File: src/rtl/led_pattern_fsm.sv
// LED pattern sequencer: syncs the divider's 1 kHz / 1 Hz outputs into single-cycle ticks,
// debounces btn_n, and steps a 4-mode pattern FSM. Define LED_ACTIVE_LOW_EN for active-low LEDs.
module led_pattern_fsm #(
  parameter int N_LED  = 8,
  parameter int DEB_MS = 20
) (
  input  logic             clk_25M,
  input  logic             reset,
  input  logic             clk_1k,
  input  logic             clk_1s,
  input  logic             btn_n,
  output logic [N_LED-1:0] led,
  output logic [1:0]       mode
);

  typedef enum logic [1:0] {
    SHIFT_L = 2'd0,
    SHIFT_R = 2'd1,
    BLINK   = 2'd2,
    FILL    = 2'd3
  } mode_e;

  localparam int CNT_W = $clog2(DEB_MS + 1);
  localparam logic [CNT_W-1:0] CNT_LAST = CNT_W'(DEB_MS - 1);
  localparam logic [N_LED-1:0] PAT_ONE  = {{(N_LED-1){1'b0}}, 1'b1};

  // Bit 0 = sync1, bit 1 = sync2, bit 2 = history.
  logic [2:0] k_sync_q, s_sync_q;
  logic [1:0] btn_sync_q;
  logic       tick_1k, tick_1s;

  // Sync chains reset high to match the divider's reset level, so no false edge follows reset.
  always_ff @(posedge clk_25M or negedge reset) begin
    if (!reset) begin
      k_sync_q   <= 3'b111;
      s_sync_q   <= 3'b111;
      btn_sync_q <= 2'b11;
    end else begin
      // NOTE: non-blocking assignments let every flop sample the pre-edge value, forming a true shift chain.
      k_sync_q   <= {k_sync_q[1:0], clk_1k};
      s_sync_q   <= {s_sync_q[1:0], clk_1s};
      btn_sync_q <= {btn_sync_q[0], btn_n};
    end
  end

  assign tick_1k = k_sync_q[1] & ~k_sync_q[2];
  assign tick_1s = s_sync_q[1] & ~s_sync_q[2];

  logic             deb_q, deb_d;   // 1 = pressed
  logic [CNT_W-1:0] cnt_q, cnt_d;
  logic             press_q, press_d;
  logic             level_pressed;

  assign level_pressed = ~btn_sync_q[1];

  // NOTE: every always_comb output gets a default first so no path can infer a latch.
  always_comb begin
    deb_d   = deb_q;
    cnt_d   = cnt_q;
    press_d = 1'b0;
    if (tick_1k) begin
      if (level_pressed == deb_q) begin
        cnt_d = '0;
      end else if (cnt_q == CNT_LAST) begin
        deb_d   = ~deb_q;
        cnt_d   = '0;
        press_d = ~deb_q;
      end else begin
        cnt_d = cnt_q + 1'b1;
      end
    end
  end

  always_ff @(posedge clk_25M or negedge reset) begin
    if (!reset) begin
      deb_q   <= 1'b0;
      cnt_q   <= '0;
      press_q <= 1'b0;
    end else begin
      deb_q   <= deb_d;
      cnt_q   <= cnt_d;
      press_q <= press_d;
    end
  end

  function automatic logic [N_LED-1:0] init_pattern(input mode_e m);
    case (m)
      SHIFT_L: return PAT_ONE;
      SHIFT_R: return {1'b1, {(N_LED-1){1'b0}}};
      BLINK:   return '1;
      default: return '0;
    endcase
  endfunction

  mode_e            state_q;
  logic [N_LED-1:0] pattern_q;

  // A press outranks a coincident 1 s tick; that step is dropped.
  always_ff @(posedge clk_25M or negedge reset) begin
    if (!reset) begin
      state_q   <= SHIFT_L;
      pattern_q <= PAT_ONE;
    end else if (press_q) begin
      state_q   <= mode_e'(state_q + 2'd1);
      pattern_q <= init_pattern(mode_e'(state_q + 2'd1));
    end else if (tick_1s) begin
      case (state_q)
        SHIFT_L: pattern_q <= {pattern_q[N_LED-2:0], pattern_q[N_LED-1]};
        SHIFT_R: pattern_q <= {pattern_q[0], pattern_q[N_LED-1:1]};
        BLINK:   pattern_q <= ~pattern_q;
        default: pattern_q <= (&pattern_q) ? '0 : {pattern_q[N_LED-2:0], 1'b1};
      endcase
    end
  end

  assign mode = state_q;

`ifdef LED_ACTIVE_LOW_EN
  assign led = ~pattern_q;
`else
  assign led = pattern_q;
`endif

endmodule

File: config.mk
export PLATFORM = sky130hd
export DESIGN_NAME = led_pattern_fsm
export DESIGN_NICKNAME = d
export VERILOG_FILES = /design/src/rtl/led_pattern_fsm.sv
export SDC_FILE = /design/constraint.sdc
export NUM_CORES = 1
export LEC_CHECK = 0
export ABC_CLOCK_PERIOD_IN_PS = 1630
export BUFFER_PORTS_ARGS = -buffer_cell sky130_fd_sc_hd__buf_4
export CAP_MARGIN = 0
export CELL_PAD_IN_SITES_DETAIL_PLACEMENT = 1
export CELL_PAD_IN_SITES_GLOBAL_PLACEMENT = 1
export CORE_AREA = 2 2 58 60
export DETAILED_ROUTE_END_ITERATION = 7
export DIE_AREA = 0 0 60 62
export PLACE_DENSITY_LB_ADDON = 0.1
export SYNTH_ARGS = -nofsm -noshare
export SYNTH_HDL_FRONTEND = slang
export SYNTH_SLANG_ARGS = --single-unit
File: constraint.sdc
create_clock -name clk_25M -period 1.63 [get_ports clk_25M]
set_input_delay 0.0815 -clock clk_25M [delete_from_list [all_inputs] [get_ports clk_25M]]
set_output_delay 0.0815 -clock clk_25M [all_outputs]
set_load 0.05 [all_outputs]
# --- Yosys cells after proc, flatten, opt, wreduce, memory -nomap -nowiden ---
# Index checks and enable logic that the tools add are counted.
word_totals:
  register_bits: 25
  input_bits: 5
classes:
  n_addsub: 2
  eq_ne: 6
  n_mux: 10
  bitwise: 8
  reduce_logical: 5
op_table:
  columns: ["cell", "n"]
  rows:
  - ["8-bit case mux with 3 select lines", 2]
  - ["8-bit two-way mux", 3]
  - ["5-bit two-way mux", 2]
  - ["8-bit NOT", 1]
  - ["8-bit AND reduction", 1]
  - ["5-bit by 1-bit adder with 5-bit output, second input constant", 1]
  - ["5-bit equality test, second input constant", 1]
  - ["1-bit NOT", 5]
  - ["2-bit by 1-bit equality test with 1-bit output, second input constant", 2]
  - ["2-bit equality test, second input constant", 2]
  - ["2-bit zero test", 2]
  - ["1-bit two-way mux", 3]
  - ["3-bit AND reduction", 1]
  - ["2-bit by 1-bit adder with 2-bit output, second input constant", 1]
  - ["1-bit AND", 2]
  - ["2-bit nonzero test", 1]
  - ["1-bit equality test", 1]

# --- Logic depth before layout (Yosys ltp) ---
depth:
  depth_word: 5
  depth_mapped: 7
  depth_no_buf: 6

# --- Worst setup path before layout ---
# No wires, ideal clock.
synth_path:
  path_type: "flip-flop to flip-flop"
  startpoint: "register state_q[0], in the netlist mode[0]"
  endpoint: "register pattern_q[7], in the netlist led[7]"
  setup_time_ps: 133
  t_arrival_ps: 1762
  required_ps: 1497
  setup_slack_ps: -265
  stages_incl_launch_ff: 7
  path_buffers: 0
  period_less_slack_ps: 1895
  cell_sequence: "dfrtp_1 > inv_1 > ha_1 > a22oi_1 > o21ai_0 > a221oi_1 > a211oi_1"
synth_between:
  elab_chain_len: 4
synth_rtl:
  columns: ["element", "line", "text"]
  rows:
  - ["start, declared", "95", "mode_e state_q;"]
  - ["start signal, assigned", "104", "state_q <= mode_e'(state_q + 2'd1);"]
  - ["2-bit by 1-bit adder with 2-bit output, or another cell as far along", "105", "pattern_q <= init_pattern(mode_e'(state_q + 2'd1));"]
  - ["2-bit equality test, or another cell as far along", "87", "case (m)"]
  - ["8-bit case mux with 3 select lines or 8-bit two-way mux (tied branches)", "87, 106", null]
  - ["8-bit two-way mux (*)", "103", "end else if (press_q) begin"]
  - ["end signal, assigned", "105", null]
  - ["end signal, assigned", "108", "SHIFT_L: pattern_q <= {pattern_q[N_LED-2:0], pattern_q[N_LED-1]};"]
  - ["end signal, assigned", "109", "SHIFT_R: pattern_q <= {pattern_q[0], pattern_q[N_LED-1:1]};"]
  - ["end, declared", "96", "logic [N_LED-1:0] pattern_q;"]
# Every way passes the cells marked *; elsewhere a longest branch is shown, timed or not. The select of a mux whose other input is x is not followed.
# A chain may end at the register's enable or synchronous reset.

# --- Worst setup path in the final report ---
# Same ends and word-level chain as after synthesis.

==> impl_metrics.env <==
export IMPL_status="complete, no violations"
export IMPL_layout_commonest_cell="buf_4"
export IMPL_worstPathArrival_ns=1.74
export IMPL_clkLatencyLatePin_ns=0.33
export IMPL_seq_area_frac_synth_pct=49.6
export IMPL_hpwlAfterDp_mm=2.23
export IMPL_critPathLaunchType="flop"
export IMPL_num_vias=1062
export IMPL_num_antenna_cells=0
export IMPL_finalCritPeriodShare_pct=92.8
export IMPL_grt_use_total_pct=17.8
export IMPL_syn_num_nets=139
export IMPL_hold_viol=0
export IMPL_post_route_drc_count=0
export IMPL_area_delta_synth_final_pct=20.9
export IMPL_die_width_um=60
export IMPL_finalSetupViolCount=0
export IMPL_ctsLongestPathBuffers=2
export IMPL_grt_pass1_wl_mm=4.81
export IMPL_cap_violations=0
export IMPL_power_density_mw_per_mm2=1020
export IMPL_final_setup_tns_ns=0
export IMPL_multi_input_area_um2=611
export IMPL_grt_max_degree=26
export IMPL_leakage_nw=0.651
export IMPL_cp_end_kind="flop"
export IMPL_critPathMaxFanout=7
export IMPL_num_rows=21
export IMPL_synth_async_sr_flop_share_pct=100
export IMPL_nFillCells=353
export IMPL_grt_pass1_vias=1038
export IMPL_postSynthAreaPerCell_um2=10.0
export IMPL_clk_pin_slew_worst_paths_ns=0.14
export IMPL_drtPass1Iterations=4
export IMPL_antenna_found_initial=0
export IMPL_maxSlewViolCount=0
export IMPL_routedWlPerCell_um=14.8
export IMPL_cts_max_level=1
export IMPL_final_cell_mix="buf_4, o21ai_0, dfrtp_1"
export IMPL_fmax_mhz=661
export IMPL_portBuffers=14
export IMPL_viasPerCell=5.34
export IMPL_synth_edf_count=0
export IMPL_worstHoldPathType="in2async"
export IMPL_ant_nets=0
export IMPL_rsz0062_at_grt="no"
export IMPL_io_pins=15
export IMPL_cts_sinks=25
export IMPL_cts_tree="done"
export IMPL_die_h_um=62
export IMPL_rrSetupSlack_ns=0.12
export IMPL_max_slew_margin_pct=77.9
export IMPL_grt_overflow=0
export IMPL_synth_main_ff_cell="dfrtp_1"
export IMPL_wl_mm=2.95
export IMPL_core_mm2=0.00318
export IMPL_tightest_slew_ns=0.332
export IMPL_gp_congestion=0.858
export IMPL_nNetsFinal=165
export IMPL_drive_above_1_share_pct=28.1
export IMPL_initial_core_util_pct=40.4
export IMPL_register_area_um2=639
export IMPL_crit_required_ns=1.85
export IMPL_skew_ns=0.00332
export IMPL_drtIter0Drc=42
export IMPL_ys_warn_count=0
export IMPL_die_area_mm2=0.00372
export IMPL_cts_root_buffer_cell="clkbuf_4"
export IMPL_synthCells=128
export IMPL_synth_area_mm2=0.00128
export IMPL_ys_types=29
export IMPL_holdWs_ns=0.160
export IMPL_min_period_ns=1.51
export IMPL_ys_ff_latch=25
export IMPL_crit_type="reg2reg"
export IMPL_reg2reg_depth=6
export IMPL_cts_buffers=3
export IMPL_peakVddDrop_mv=0.603
[critical path, cell delays in order, from the launching register on]
cell	delay, ns
dfrtp_2	0.46
inv_2	0.06
ha_2	0.23
a22oi_1	0.18
o21ai_0	0.11
a221oi_1	0.28
a211oi_1	0.08
[synthesized netlist by cell type, types with 3 or more instances]
cell | count | share of area, %
dfstp_2 | 9 | 18
nand2b_1 | 8 | 3.9
nand3_1 | 3 | 1.2
nor2b_1 | 3 | 1.5
nand2_1 | 9 | 2.6
ha_1 | 6 | 5.8
a22oi_1 | 7 | 4.1
nor2_1 | 8 | 2.3
a221oi_1 | 3 | 2.0
a21oi_1 | 7 | 2.7
inv_1 | 6 | 1.8
dfrtp_1 | 16 | 31
o21ai_0 | 16 | 6.2
a211oi_1 | 5 | 2.9
a21o_1 | 3 | 1.8
xor2_1 | 3 | 2.0
[final cells by class]
cell class	instances	share of cell area (%)
clock inverter	1	0.565
timing repair buffer	24	12.3
tap	46	3.71
sequential	25	41.2
inverter	6	1.45
clock buffer	3	1.45
multi-input combinational	94	39.4
[through the flow]
stage,setup WS [ns],area [um^2],cells,power (mW),utilization [%]
after floorplan,0.0101,1290,128,1.12,-
after global placement,0.131,1460,189,1.27,45.9
after CTS,0.0360,1550,199,1.61,48.6
after detailed placement,0.0190,1460,189,1.29,45.9
after global routing,0.00628,1550,199,1.68,48.8
final,0.117,1550,199,1.58,48.8
[power by group]
| part | internal (mW) | total (mW) | leakage (nW) | switching (mW) |
|---|---|---|---|---|
| sequential | 0.707 | 0.806 | 0.284 | 0.0997 |
| clock | 0.100 | 0.302 | 0.0183 | 0.202 |
| combinational | 0.190 | 0.475 | 0.348 | 0.285 |
[state kept, by name, indices dropped and copies added, names as in the netlist]
register    flops
led             8
cnt_q           5
k_sync_q        3
s_sync_q        3
btn_sync_q      2
mode            2
deb_q           1
press_q         1
[final timing paths]
path / startpoint / end
min in group clk_25M: btn_sync_q[0] / btn_sync_q[1]
min reg2reg: btn_sync_q[0] / btn_sync_q[1]
max reg2reg: mode[0] / led[7]
min: reset / led[6]
max: mode[0] / led[7]
max in group asynchronous: reset / led[0]
[routing by layer]
layer	GRT usage, %	wire (um)	share of wire, %
met4	9.21	58	2.0
met5	0	0	0
met2	30.3	1510	51
met3	2.90	107	3.6
met1	21.9	1280	43
[cells by family after synthesis]
group / Yosys count / share of synthesized area [%]
AND/OR/NAND/NOR: 38 / 15.7
buffers and inverters: 9 / 3.41
XOR/XNOR: 3 / 2.05
flip-flops: 25 / 49.6
adder cells (fa/ha/maj): 6 / 5.85
AO/OA/AOI/OAI: 47 / 23.4
[what timing repair did]
action                                  4_1_cts  5_1_grt
gates resized for setup                       0        2
buffers inserted                              2        0
pin swaps                                     0        0
hold endpoints to repair                     28        0
hold buffers                                  4        0
endpoints found under the setup margin        1        2
cloned                                        0        0
No activity file was read; power rests on OpenSTA's default activity.
